$ cat config.mk
export PLATFORM = sky130hd
export DESIGN_NAME = sargantana_icache_way_ctrl
export DESIGN_NICKNAME = d
export VERILOG_FILES = /design/src/rtl/sargantana_icache_way_ctrl.sv
export SDC_FILE = /design/constraint.sdc
export NUM_CORES = 1
export LEC_CHECK = 0
export ABC_AREA = 1
export BUFFER_PORTS_ARGS = -buffer_cell sky130_fd_sc_hd__buf_2
export CAP_MARGIN = 20
export CELL_PAD_IN_SITES_DETAIL_PLACEMENT = 1
export CELL_PAD_IN_SITES_GLOBAL_PLACEMENT = 1
export CORE_AREA = 4 4 337 339
export DETAILED_ROUTE_END_ITERATION = 6
export DIE_AREA = 0 0 341 343
export PLACE_DENSITY_LB_ADDON = 0.1
export SLEW_MARGIN = 30
export SYNTH_ARGS = -nofsm -noshare
export SYNTH_HDL_FRONTEND = slang
export SYNTH_SLANG_ARGS = --single-unit
$ cat constraint.sdc
create_clock -name clk_i -period 2.79 [get_ports clk_i]
set_input_delay 0.279 -clock clk_i [delete_from_list [all_inputs] [get_ports clk_i]]
set_output_delay 0.279 -clock clk_i [all_outputs]
set_load 0.01 [all_outputs]
$ cat src/rtl/sargantana_icache_way_ctrl.sv
// Icache way SRAM port controller: collects refill beats into a full line, writes the line to the way,
// and interleaves lookup reads. A line write takes priority over a lookup.
module sargantana_icache_way_ctrl #(
    parameter int SET_WIDHT  = 256,
    parameter int ADDR_WIDHT = 6,
    parameter int BEAT_WIDTH = 64
) (
    input  logic                  clk_i,
    input  logic                  rstn_i,
    input  logic                  lkp_req_i,
    input  logic [ADDR_WIDHT-1:0] lkp_addr_i,
    output logic                  lkp_gnt_o,
    output logic                  lkp_rvalid_o,
    output logic [SET_WIDHT-1:0]  lkp_rdata_o,
    input  logic                  fill_start_i,
    input  logic [ADDR_WIDHT-1:0] fill_addr_i,
    input  logic                  fill_abort_i,
    input  logic                  fill_valid_i,
    input  logic [BEAT_WIDTH-1:0] fill_data_i,
    output logic                  fill_ready_o,
    output logic                  fill_busy_o,
    output logic                  fill_done_o,
    output logic                  way_req_o,
    output logic                  way_we_o,
    output logic [ADDR_WIDHT-1:0] way_addr_o,
    output logic [SET_WIDHT-1:0]  way_data_o,
    input  logic [SET_WIDHT-1:0]  way_data_i
);

    localparam int N_BEATS = SET_WIDHT / BEAT_WIDTH;
    localparam int CNT_W   = $clog2(N_BEATS);

    localparam logic [1:0] ST_IDLE    = 2'd0;
    localparam logic [1:0] ST_COLLECT = 2'd1;
    localparam logic [1:0] ST_WRITE   = 2'd2;

    logic [1:0]            state_q, state_d;
    logic [CNT_W-1:0]      beat_cnt_q, beat_cnt_d;
    logic [SET_WIDHT-1:0]  line_q, line_d;
    logic [ADDR_WIDHT-1:0] fill_addr_q, fill_addr_d;
    logic                  lkp_rvalid_q, lkp_rvalid_d;
    logic                  fill_done_q, fill_done_d;

    always_comb begin
        state_d     = state_q;
        beat_cnt_d  = beat_cnt_q;
        line_d      = line_q;
        fill_addr_d = fill_addr_q;
        case (state_q)
            ST_IDLE: begin
                if (fill_start_i) begin
                    fill_addr_d = fill_addr_i;
                    beat_cnt_d  = '0;
                    state_d     = ST_COLLECT;
                end
            end
            ST_COLLECT: begin
                // Abort wins over a beat presented in the same cycle.
                if (fill_abort_i) begin
                    beat_cnt_d = '0;
                    state_d    = ST_IDLE;
                end else if (fill_valid_i) begin
                    line_d[int'(beat_cnt_q)*BEAT_WIDTH +: BEAT_WIDTH] = fill_data_i;
                    if (beat_cnt_q == CNT_W'(N_BEATS - 1)) begin
                        beat_cnt_d = '0;
                        state_d    = ST_WRITE;
                    end else begin
                        beat_cnt_d = beat_cnt_q + 1'b1;
                    end
                end
            end
            ST_WRITE: state_d = ST_IDLE;
            default:  state_d = ST_IDLE;
        endcase
    end

    assign lkp_gnt_o    = lkp_req_i && (state_q != ST_WRITE);
    assign lkp_rvalid_d = lkp_gnt_o;
    assign fill_done_d  = (state_q == ST_WRITE);

    always_ff @(posedge clk_i or negedge rstn_i) begin
        if (!rstn_i) begin
            state_q      <= ST_IDLE;
            beat_cnt_q   <= '0;
            line_q       <= '0;
            fill_addr_q  <= '0;
            lkp_rvalid_q <= 1'b0;
            fill_done_q  <= 1'b0;
        end else begin
            state_q      <= state_d;
            beat_cnt_q   <= beat_cnt_d;
            line_q       <= line_d;
            fill_addr_q  <= fill_addr_d;
            lkp_rvalid_q <= lkp_rvalid_d;
            fill_done_q  <= fill_done_d;
        end
    end

    // The SRAM read data already carries the one-cycle latency, so it is passed straight through.
    assign lkp_rvalid_o = lkp_rvalid_q;
    assign lkp_rdata_o  = way_data_i;
    assign fill_ready_o = (state_q == ST_COLLECT);
    assign fill_busy_o  = (state_q != ST_IDLE);
    assign fill_done_o  = fill_done_q;

    assign way_we_o   = (state_q == ST_WRITE);
    assign way_req_o  = way_we_o || lkp_gnt_o;
    assign way_addr_o = way_we_o ? fill_addr_q : lkp_addr_i;
    assign way_data_o = line_q;

endmodule

Word-level counts from Yosys, hierarchy flattened
Cells that the tools add are included.

Register bits after elaboration: 268. Latch bits: 0. RAM bits: 0. Bits in read-only memories: 0. Memories: 0.

Add/subtract/negate cells: 2. Multiply operators: 0. Div/mod/pow operators: 0. Magnitude comparators: 0. Equality and inequality tests: 7. Shifts and indexed selects: 2. Muxes and demuxes: 12. Bitwise logic cells: 1. Reduce and logical (&&, ||, !) cells: 9.

Operators by type and width (count): $bwmux W256 (1); $shift A64 B33 Y256 const A (1); $shiftx A64 B33 Y256 (1); $neg A8 Y33 (1); $mux W2 (8); $reduce_and A3 Y1 (3); $pmux W2 S2 (2); $mux W6 (1); $eq A2 B2 Y1 const B (2); $ne A2 B2 Y1 const B (2); $reduce_bool A2 Y1 (2); $ne A3 B2 Y1 const B (1); $ne A3 B3 Y1 const B (1); $add A2 B1 Y2 const B (1); $eq A2 B1 Y1 const B (1); $logic_not A2 Y1 (1); $reduce_and A2 Y1 (1); $logic_and A1 B1 Y1 (1); $logic_or A1 B1 Y1 (1); $not A1 Y1 (1).

Logic depth before layout (Yosys ltp)
Depth after elaboration: 5. Gate-level depth with buffers: 13. Gate-level depth less buffers: 9.

Worst setup path before layout
OpenSTA, ideal clock, no wires.

Kind: register to register. Start point: register beat_cnt_q[0]. End point: register line_q[132], in the netlist way_data_o[132]. Data arrival time: 2057 ps. Slack: 616 ps. Stages on the path, launching flop included: 13. Buffers on the path: 4. Clock period less this slack: 2174 ps. Cell sequence: dfrtp_1 clkbuf_1 buf_2 buf_2 inv_1 ha_1 nand2_1 inv_2 nand2_2 buf_2 nor2_1 nand2_1 nand2_1.

Longest elaborated chain between the ends: 3. Elaborated cells between the ends (all ways): 4.

RTL lines: start, declared (RTL line 38) `logic [CNT_W-1:0] beat_cnt_q, beat_cnt_d;`; start signal, assigned (RTL line 91) `beat_cnt_q <= beat_cnt_d;`; $neg A8 Y33 (*) (RTL line 63) `line_d[int'(beat_cnt_q)*BEAT_WIDTH +: BEAT_WIDTH] = fill_data_i;`; $shiftx A64 B33 Y256 or $shift A64 B33 Y256 (tied branches) (RTL line 63); $bwmux W256 (*) (RTL line 63); end signal, assigned (RTL line 92) `line_q <= line_d;`; end, declared (RTL line 39) `logic [SET_WIDHT-1:0] line_q, line_d;`.

Mark *: on every way between the ends. The rest lies on a longest branch, timed or not. A chain may end at the register's enable or synchronous reset.

Worst setup path in the final report
Start point: register state_q[0]. End point: output port lkp_gnt_o.

Longest elaborated chain between the ends: 2.

RTL lines: start, declared (RTL line 37) `logic [1:0] state_q, state_d;`; start signal, assigned (RTL line 90) `state_q <= state_d;`; $ne A2 B2 Y1 (RTL line 77) `assign lkp_gnt_o = lkp_req_i && (state_q != ST_WRITE);`; $logic_and A1 B1 Y1 (RTL line 77); end, declared (RTL line 12) `output logic lkp_gnt_o,`.

No other way between the ends.

==> flow_summary.json <==
{
  "fmax_mhz": 451,
  "hpwl_mm": 50.6,
  "start_kind": "flip-flop",
  "use_met1": 0.139,
  "rr_worst_depth": 5,
  "grtUsageTotal": 0.119,
  "cap_violations": 0,
  "area_growth_pct": 24.9,
  "cts.path.max_buffers": 3,
  "ys_types": 18,
  "finalCritPeriodShare": 0.795,
  "relSlewSlack": 0.513,
  "die_h_um": 343,
  "yosysTopAreaCell": "dfrtp_1",
  "use_met2": 0.203,
  "grt_overflow": 0,
  "cp_max_fo": 9,
  "cts.sinks": 268,
  "place.gp.congestion": 0.730,
  "io_pins": 863,
  "finalSetupTns_ps": 0,
  "ant_nets": 0,
  "p_leak_nw": 9.72,
  "critPathArrivalTime_ps": 1940,
  "slew_violations": 0,
  "finalSetupViolations": 0,
  "yosys_warnings": 0,
  "drive_above_1_share": 0.232,
  "ir_drop_mv": 0.313,
  "synth_nets": 2210,
  "antenna_found_initial": 4,
  "cp.required_ps": 2510,
  "r2r_setup_slack_ps": 650,
  "cts_resized": 0,
  "layout_commonest_cell": "nand2_1",
  "postCtsSetupBuffers": 0,
  "worstMarginPinSlew_ps": 730,
  "hold_violations": 0,
  "cts.clk_slew.worst_paths_ps": 50,
  "n_antenna_cell": 0,
  "core-area_sq_um": 110000,
  "crit_start": "state_q[0]",
  "r2r-start": "state_q[1]",
  "drc": 0,
  "rows": 122,
  "syn_inst": 1866,
  "status": "complete, no violations",
  "cts_buffers": 43,
  "htree_levels": 2,
  "fin_nets": 2332,
  "grt_pass1_vias": 13500,
  "yosysTopAreaCellShare": 0.481,
  "grt_use_met3": 0.0417,
  "cts_root_buffer": "clkbuf_16",
  "seq_area_frac_synth": 0.481,
  "grt_pass1_wl_mm": 102,
  "top_usage_layer": "met2",
  "dieArea_sq_um": 117000,
  "path_class": "reg2out",
  "vias_per_cell": 3.40,
  "ys_seq_elements": 268,
  "final_cell_mix": "nand2_1 (809), buf_2 (349), dfrtp_1 (267)",
  "post_drt_wl_per_cell_um": 20.3,
  "min_period_ps": 2220,
  "dr.first_iter.drc_count": 425,
  "endpoint": "lkp_gnt_o",
  "vias": 11900,
  "rsz0062_at_grt": "no",
  "design_area_sq_um": 17400,
  "clkLatencyLatePin_ps": 580,
  "power_density_nw_per_um2": 709,
  "cp-end-kind": "output pin",
  "grt_max_degree": 62,
  "syn_area_per_cell_sq_um": 7.47,
  "numPortBuffers": 350,
  "clock_skew_ps": 17.1,
  "r2r-end": "state_q[1]",
  "synthTopCellsByArea": "dfrtp_1 (48%), nand2_1 (22%), buf_4 (14%)",
  "place_area_sq_um": 15700,
  "cts_tree": "built",
  "die_w_um": 341,
  "syn_area_sq_um": 13900,
  "nFillCells": 13300,
  "firstDrtPassIters": 4,
  "totalWireLength_mm": 71.0,
  "hp-class": "in2reg",
  "start_util": 0.126
}
==> critical path: stages, from the launching register on <==
cell and delay (ps):
dfrtp_1 420, inv_2 60, nand2_1 230, clkinv_1 300, nor2_1 180, buf_2 150
==> power breakdown <==
part / total, mW / switching [mW] / internal (mW)
Combinational: 2.43 / 1.70 / 0.727
Sequential: 4.55 / 0.252 / 4.30
Clock: 5.37 / 2.14 / 3.23
==> routing by layer <==
metal / part of all wire / up-vias
li1: - / 5578
met3: 0.082 / 158
met2: 0.48 / 380
met1: 0.41 / 5798
met4: 0.031 / 4
met5: 0.00048 / -
==> synth_stat cells <==
cell / n
o21ai_0: 1
dfrtp_1: 268
nor2_4: 3
buf_4: 256
clkinv_1: 2
inv_1: 79
a21oi_1: 1
nand3_1: 71
buf_1: 3
buf_2: 59
inv_2: 5
nand4_1: 7
nor2_2: 3
nand2_2: 6
nand2_1: 810
nor2_1: 261
ha_1: 6
clkbuf_1: 25
==> layout make-up <==
| cell class | count | area (sq um) | area share |
|---|---|---|---|
| clock inverters | 9 | 80.1 | 0.00460 |
| inverters | 86 | 323 | 0.0185 |
| clock buffers | 65 | 1280 | 0.0734 |
| multi-input cells | 1169 | 4650 | 0.267 |
| flip-flops and latches | 268 | 6710 | 0.385 |
| repair buffers | 420 | 2520 | 0.145 |
| well taps | 1488 | 1860 | 0.107 |
==> through the flow <==
step | total power [mW] | setup WS [ps] | utilization | hold WS [ps] | cells
global placement | 7.15 | 582 | 0.142 | 351 | 3394
CTS | 12.9 | 433 | 0.158 | 0.383 | 3505
finish | 12.3 | 573 | 0.158 | 53.8 | 3505
floorplan | 6.06 | 616 | - | -16.6 | 1866
global route | 13.2 | 316 | 0.158 | 41.7 | 3505
detailed placement | 7.14 | 558 | 0.142 | 341 | 3394
==> worst min-delay path by stage <==
stage	to	cells past startpoint	slack [ps]	start
global placement	way_data_o[55]	1	350	rstn_i
detailed placement	way_data_o[55]	1	340	rstn_i
finish	state_q[0]	4	50	fill_abort_i
floorplan	beat_cnt_q[0]	0	-20	rstn_i
global route	way_data_o[151]	5	40	fill_data_i[23]
CTS	way_data_o[175]	5	0.4	fill_data_i[47]
==> flip-flops by register name, summed over array words and instances (netlist names) <==
signal / flops
fill_done_o: 1
state_q: 2
fill_addr_q: 6
way_data_o: 256
beat_cnt_q: 2
lkp_rvalid_o: 1
==> what timing repair did <==
item / 4_1_cts / 5_1_grt
hold endpoints to repair: 87 / 0
hold buffers: 37 / 0
endpoints found under the setup margin: 0 / 0
==> logic make-up after synthesis <==
logic type,Yosys count,synth area share
adders and majority gates,6,0.00538
and+or+nand+nor,1161,0.323
AOI/OAI and AO/OA,2,0.000717
DFF,268,0.481
buffers and inverters,429,0.190
No activity file was read; power rests on OpenSTA's default activity.
